<file path="config.mk">
export PLATFORM = sky130hd
export DESIGN_NAME = bp_be_fp_wb_arbiter
export DESIGN_NICKNAME = d
export VERILOG_FILES = /design/src/rtl/bp_be_fp_wb_arbiter.sv
export SDC_FILE = /design/constraint.sdc
export NUM_CORES = 1
export LEC_CHECK = 0
export CAP_MARGIN = 20
export CORE_UTILIZATION = 49
export DETAILED_ROUTE_END_ITERATION = 8
export PLACE_DENSITY_LB_ADDON = 0.25
export SLEW_MARGIN = 20
export SYNTH_ARGS = -nofsm -noshare
export SYNTH_HDL_FRONTEND = slang
export SYNTH_SLANG_ARGS = --single-unit
</file>
<file path="constraint.sdc">
create_clock -name clk_i -period 3.34 [get_ports clk_i]
set_input_delay 0.501 -clock clk_i [delete_from_list [all_inputs] [get_ports clk_i]]
set_output_delay 0.501 -clock clk_i [all_outputs]
set_load 0.005 [all_outputs]
</file>
<file path="src/rtl/bp_be_fp_wb_arbiter.sv">
// bp_be_fp_wb_arbiter: shares the FP regfile write port between the FMA pipe and the aux pipe.
// Aux results wait in a credit-guarded FIFO while FMA owns the port; written-back fflags are accrued.
module bp_be_fp_wb_arbiter #(
    parameter int dpath_width_p    = 66,
    parameter int reg_addr_width_p = 5,
    parameter int els_p            = 4
) (
    input  logic                        clk_i,
    input  logic                        reset_n_i,
    input  logic                        aux_issue_i,
    output logic                        aux_ready_o,
    input  logic                        aux_v_i,
    input  logic [dpath_width_p-1:0]    aux_data_i,
    input  logic [4:0]                  aux_fflags_i,
    input  logic [reg_addr_width_p-1:0] aux_rd_i,
    input  logic                        fma_v_i,
    input  logic [dpath_width_p-1:0]    fma_data_i,
    input  logic [4:0]                  fma_fflags_i,
    input  logic [reg_addr_width_p-1:0] fma_rd_i,
    output logic                        wb_v_o,
    output logic [reg_addr_width_p-1:0] wb_addr_o,
    output logic [dpath_width_p-1:0]    wb_data_o,
    input  logic                        fflags_clr_i,
    output logic [4:0]                  fflags_o
);
    localparam int pw = $clog2(els_p);
    localparam int cw = $clog2(els_p + 1);
    localparam int ew = dpath_width_p + 5 + reg_addr_width_p;

    logic [ew-1:0]               mem_q [els_p];
    logic [pw-1:0]               rd_q, rd_d, wr_q, wr_d;
    logic                        full_q, full_d;
    logic [cw-1:0]               cnt_q, cnt_d;
    logic [4:0]                  fflags_q, fflags_d;
    logic                        wb_v_q;
    logic [reg_addr_width_p-1:0] wb_addr_q;
    logic [dpath_width_p-1:0]    wb_data_q;
    logic                        empty, enq, deq, bypass, sel_v;
    logic [ew-1:0]               aux_e, sel_e;

    // Priority: FMA (cannot stall), then queued aux in order, then aux bypass.
    always_comb begin
        empty    = (rd_q == wr_q) && !full_q;
        aux_e    = {aux_data_i, aux_fflags_i, aux_rd_i};
        deq      = !fma_v_i && !empty;
        enq      = aux_v_i && (fma_v_i || !empty);
        bypass   = aux_v_i && !fma_v_i && empty;
        sel_v    = fma_v_i || !empty || aux_v_i;
        sel_e    = fma_v_i ? {fma_data_i, fma_fflags_i, fma_rd_i} : deq ? mem_q[rd_q] : aux_e;
        rd_d     = deq ? rd_q + pw'(1) : rd_q;
        wr_d     = enq ? wr_q + pw'(1) : wr_q;
        full_d   = (enq && !deq) ? (wr_d == rd_q) : (deq && !enq) ? 1'b0 : full_q;
        cnt_d    = cnt_q + cw'(deq || bypass) - cw'(aux_issue_i);
        fflags_d = (fflags_clr_i ? 5'b0 : fflags_q) | (sel_v ? sel_e[reg_addr_width_p +: 5] : 5'b0);
    end

    always_ff @(posedge clk_i or negedge reset_n_i) begin
        if (!reset_n_i) begin
            rd_q      <= '0;
            wr_q      <= '0;
            full_q    <= 1'b0;
            cnt_q     <= cw'(els_p);
            fflags_q  <= '0;
            wb_v_q    <= 1'b0;
            wb_addr_q <= '0;
            wb_data_q <= '0;
        end else begin
            rd_q     <= rd_d;
            wr_q     <= wr_d;
            full_q   <= full_d;
            cnt_q    <= cnt_d;
            fflags_q <= fflags_d;
            wb_v_q   <= sel_v;
            if (sel_v) begin
                wb_addr_q <= sel_e[reg_addr_width_p-1:0];
                wb_data_q <= sel_e[ew-1 -: dpath_width_p];
            end
        end
    end

    always_ff @(posedge clk_i) begin
        if (enq) mem_q[wr_q] <= aux_e;
    end

    always_ff @(posedge clk_i) begin
        if (reset_n_i) begin
            assert (!(aux_issue_i && cnt_q == '0));
            assert (cnt_q <= cw'(els_p));
            assert (!(enq && full_q && !deq));
        end
    end

    assign aux_ready_o = cnt_q != '0;
    assign wb_v_o      = wb_v_q;
    assign wb_addr_o   = wb_addr_q;
    assign wb_data_o   = wb_data_q;
    assign fflags_o    = fflags_q;
endmodule

</file>
After elaboration in Yosys (flattened, before gate mapping)
Memory sizes are Yosys's and may differ from the RTL's.
Index checks and enable logic that the tools add are counted.
{ "totals": {"ramBits": 304, "out_inout_bits": 78, "ff_bits": 85, "elab_cells": 42, "memories": 1, "input_bits": 158} }
{ "memory_table": {"columns": ["name", "words", "word_bits", "rd", "rd_ports_with_merged_regs", "wr", "line_no", "rtl"], "rows": [
  ["mem_q", 4, 76, 1, 0, 1, "30", "logic [ew-1:0] mem_q [els_p];"]
]} }
{ "op_classes": {"eq_ne": 2, "n_addsub": 4, "n_mux": 9, "n_reduce_logical": 17, "bitwise": 1} }
{ "op_table": {"columns": ["op", "n"], "rows": [
  ["2-to-1 mux 76 bit", 2],
  ["2-to-1 mux 5 bit", 2],
  ["logical AND 1 bit", 7],
  ["zero test 1 bit", 5],
  ["bitwise OR 5 bit", 1],
  ["adder 2 x 1 -> 2 bit, second input constant", 2],
  ["== test 2 bit", 2],
  ["2-to-1 mux 1 bit", 4],
  ["adder 3 x 1 -> 3 bit", 1],
  ["logical OR 1 bit", 3],
  ["nonzero test 3 bit", 1],
  ["subtractor 3 x 1 -> 3 bit", 1],
  ["2-to-1 mux 2 bit", 1],
  ["nonzero test 2 bit", 1]
]} }

Longest topological paths before layout
{ "logic_depth": {"ltp_word": 9, "depth_mapped": 11, "mapped_depth_nobuf": 9} }

Worst setup path before layout
No wires, ideal clock.
{ "synth_timing": {"kind": "flip-flop to flip-flop", "startpoint": "register rd_q[0]", "endpoint": "memory mem_q[2][0] (netlist bit) (enable)", "slack_ns": -0.119, "stages_incl_launch_ff": 6, "arrival_time_ns": 3.017, "required_time_ns": 2.897, "period_less_slack_ns": 3.459, "cell_sequence": "dfrtp_1 -> buf_2 -> xnor2_2 -> clkbuf_1 -> a31oi_1 -> and2_1"} }
{ "synth_via": {"elab_chain_len": 7} }
{ "synth_lines": {"columns": ["item", "line_no", "rtl"], "rows": [
  ["start: declaration", "31", "logic [pw-1:0] rd_q, rd_d, wr_q, wr_d;"],
  ["start signal: assignment", "68", "rd_q <= rd_d;"],
  ["== test 2 bit", "43", "empty = (rd_q == wr_q) && !full_q;"],
  ["logical AND 1 bit", "43", null],
  ["zero test 1 bit", "46", "enq = aux_v_i && (fma_v_i || !empty);"],
  ["logical OR 1 bit", "46", null],
  ["logical AND 1 bit", "46", null],
  ["2-to-1 mux 1 bit", "82", "if (enq) mem_q[wr_q] <= aux_e;"],
  ["2-to-1 mux 1 bit (not written as such)", "82", null],
  ["end: declaration", "30", null]
]} }
Every way passes these cells.

Final worst setup path
{ "layout_timing": {"startpoint": "register rd_q[1]", "endpoint": "register wb_data_q[24], in the netlist wb_data_o[24]"} }
{ "layout_via": {"elab_chain_len": 6} }
{ "layout_lines": {"columns": ["item", "line_no", "rtl"], "rows": [
  ["== test 2 bit", "43", null],
  ["logical AND 1 bit", "43", null],
  ["zero test 1 bit", "45, 48", null],
  ["logical AND 1 bit", "45", "deq = !fma_v_i && !empty;"],
  ["2-to-1 mux 76 bit (2 in a row)", "49", "sel_e = fma_v_i ? {fma_data_i, fma_fflags_i, fma_rd_i} : deq ? mem_q[rd_q] : aux_e;"],
  ["end signal: assignment", "76", "wb_data_q <= sel_e[ew-1 -: dpath_width_p];"],
  ["end: declaration", "37", "logic [dpath_width_p-1:0] wb_data_q;"]
]} }
Parallel ways exist; a longest one is shown, timed or not.
A chain may end at the register's enable or synchronous reset.

==> impl_metrics.yaml <==
flow_run:
  drv_cap: 0
logic_synthesis:
  synth_top_family_by_area: "compound AO/OA/AOI/OAI gates"
  synth_compound_area_share_pct: 13.6
  synth-xor-area-share_pct: 0.663
  synth_top_area_share_pct: 54.9
  syn_nets: 1157
  synth_commonest_cells: "edfxtp_1 (304), dfrtp_1 (84), inv_1 (83)"
  synthAdderAreaFrac_pct: 0.572
  ys.warnings.count: 0
  synth-edff-count: 304
  yosysSeqAreaShare_pct: 67.7
  ys_seq_elements: 389
  synth-simple-area-share_pct: 2.32
  synth.distinct_cells: 41
  synth_flop_cell: "edfxtp_1"
  muxShareOfSynthArea_pct: 10.3
  ys_async_sr_fraction_pct: 21.9
  avgSynthCellArea_um2: 16.7
  synth_area_um2: 16600
  synth_area_leaders: "edfxtp_1 (55%), dfrtp_1 (13%), mux4_2 (10%), o2111ai_1 (3.7%), a32oi_2 (2.8%)"
  synth.most_common_cell: "edfxtp_1"
  syn_inst: 992
  yosys.area.top_type: "edfxtp_1"
placement:
  dp.cells: 1609
  io_buffers: 235
  gp_congestion: 0.717
  place_ws_ns: 0.737
  hpwl_mm: 23.6
worst_setup_path:
  endpoint_kind: "register"
  cp.arrival_ns: 2.85
  path_common_cell: "buf_4"
  crit_chain: "buf_4 -> xor2_4 -> buf_4 -> o311ai_0 -> a32oi_1"
  cp_max_fo: 49
  critPathKind: "register to register"
  cp.required_ns: 3.69
  slowest_stage: "buf_4"
  critPathLaunchType: "register"
  cp_slowest_stage_delay_ns: 0.62
sta:
  setup_viol: 0
  setup_ws_ns: 0.836
  rsz0062_at_grt: "no"
  slew_viol_final: 0
  fin_crit_sh_pct: 75.0
  final.setup.tns_ns: 0
  min_period_ns: 2.50
  fin_hold_ws_ns: 0.497
  hold_viol: 0
  fmax_ghz: 0.399
  skew_ns: 0.0202
  max-slew-margin-rel_pct: 32.8
  worstMarginPinSlew_ns: 1.01
worst_hold_path:
  hold_class: "register to register"
drt:
  via_per_inst: 6.20
  ant_nets: 0
  wl_per_cell_um: 24.3
  highest_layer: "met5"
  drt_first_iter_violations: 770
  detail_route.first_pass.iterations: 6
  route.vias.total: 10426
  met3RoutedLength_mm: 2.74
  wl_met1_mm: 17.6
  drc: 0
  met2_length_mm: 19.7
  wl_mm: 40.9
layout:
  drive_above_1_share_pct: 16.7
  diodes: 0
  layout.nets: 1369
  areaGrowthSynthToFinish_pct: 24.8
  fin_cells: 1682
cts:
  cts_tree: "built"
  ctsRootBufferMaster: "clkbuf_16"
  post-cts-setup-buffers: 0
  insertion_delay_ns: 0.52
  cts_buffer_depth: 3
  clk_pin_slew_worst_paths_ns: 0.06
  clock-sinks: 389
  ctsHoldBuffers: 1
  postCtsResizedCells: 0
  cts_made_buffers: 40
  h-tree-depth: 2
floorplanning:
  die_x_um: 186
  fp.dieH_um: 186
  row_count: 67
  die_area_um2: 34700
  boundaryPins: 236
  core_area_um2: 33400
  start_util_pct: 49.7
pwr:
  ir_drop_mv: 0.971
  p_per_area_nw_per_um2: 917
  p_leak_nw: 7.00
global_route:
  grt_max_degree: 80
  grt_overflow: 0
  grt_usage_pct: 24.2
  antenna_found_initial: 1
  grt_pass1_vias: 10873
  grt_pass1_wl_mm: 63.3
outcome:
  outcome: "finished, final reports clean"
-- layout make-up --
class                           count  area, um^2
Inverter                           85         319
Clock inverter                      7         108
Fill cell                        2452       12700
Timing Repair Buffer              269        2720
Sequential cell                   389       11300
Clock buffer                       65        1150
Tap cell                          448         561
Multi-Input combinational cell    419        4630
-- metal layers --
| metal | GRT usage (%) | vias to the layer above |
|---|---|---|
| met5 | 0 | - |
| met4 | 5.87 | 2 |
| met3 | 4.03 | 61 |
| met2 | 40.0 | 446 |
| met1 | 33.8 | 5387 |
| li1 | - | 4530 |
-- critical path, delay by kind of cell, from the launching register on --
family,cells,cell delay [ns]
flops,1,0.43
compound gates,2,0.77
xor+xnor,1,0.20
buf+inv,2,0.91
-- sequential cells by signal, indices dropped and copies added, names as in the netlist --
signal	flops
mem_q	304
wb_data_o	66
fflags_o	5
wb_addr_o	5
cnt_q	3
rd_q	2
wr_q	2
full_q	1
wb_v_o	1
-- logic make-up (layout without fill, tap and decap cells) --
group	Yosys count	after routing
DFF	389	389
AOI/OAI and AO/OA	236	236
buffers and inverters	184	426
and+or+nand+nor	90	90
muxes	76	76
xor gates and xnor gates	10	10
adders and majority gates	7	7
-- cells in the final DEF (no fill, tap or decap), types with 2 or more instances in the layout --
master	n
edfxtp_1	304
clkdlybuf4s50_1	233
inv_1	82
dfrtp_1	81
mux4_2	76
nand2_1	73
o2111ai_1	71
a32oi_1	42
clkbuf_16	41
o311ai_0	37
o311ai_1	36
a32oi_2	29
buf_4	26
clkbuf_1	21
buf_12	9
ha_1	6
a311oi_1	4
nor2_1	4
a2111oi_0	4
o32ai_1	4
xnor2_1	4
and2_4	4
inv_2	3
a31oi_1	3
clkbuf_8	3
bufinv_16	3
xor2_4	2
a21oi_1	2
xor2_1	2
clkinv_2	2
clkinv_1	2
dfrtp_4	2
-- metrics by stage --
| step | area (um^2) | power, W | util [%] |
|---|---|---|---|
| after CTS | 20700 | 0.0192 | 62.0 |
| after detailed placement | 19500 | 0.0148 | 58.2 |
| after global placement | 19500 | 0.0147 | 58.2 |
| after global routing | 20700 | 0.0200 | 62.0 |
| after floorplan | 16600 | 0.0118 | - |
| final | 20700 | 0.0190 | 62.0 |
-- power breakdown --
group / switching [W] / internal (W) / leakage, nW
combinational: 0.00422 / 0.00331 / 2.60
clock: 0.00174 / 0.00257 / 0.605
sequential: 0.000531 / 0.00665 / 3.79
-- worst paths after layout --
kind	start	end	slack, ns	cells after the start
setup / recovery	rd_q[1]	wb_data_o[24]	0.84	5
hold / removal	cnt_q[0]	cnt_q[0]	0.50	1
setup reg to reg	rd_q[1]	wb_data_o[24]	0.84	5
hold reg to reg	cnt_q[0]	cnt_q[0]	0.50	1
max in group asynchronous	reset_n_i	wb_data_o[53]	2.01	3
min in group asynchronous	reset_n_i	wb_addr_o[4]	0.53	2
(Power assumes the default switching activity.)
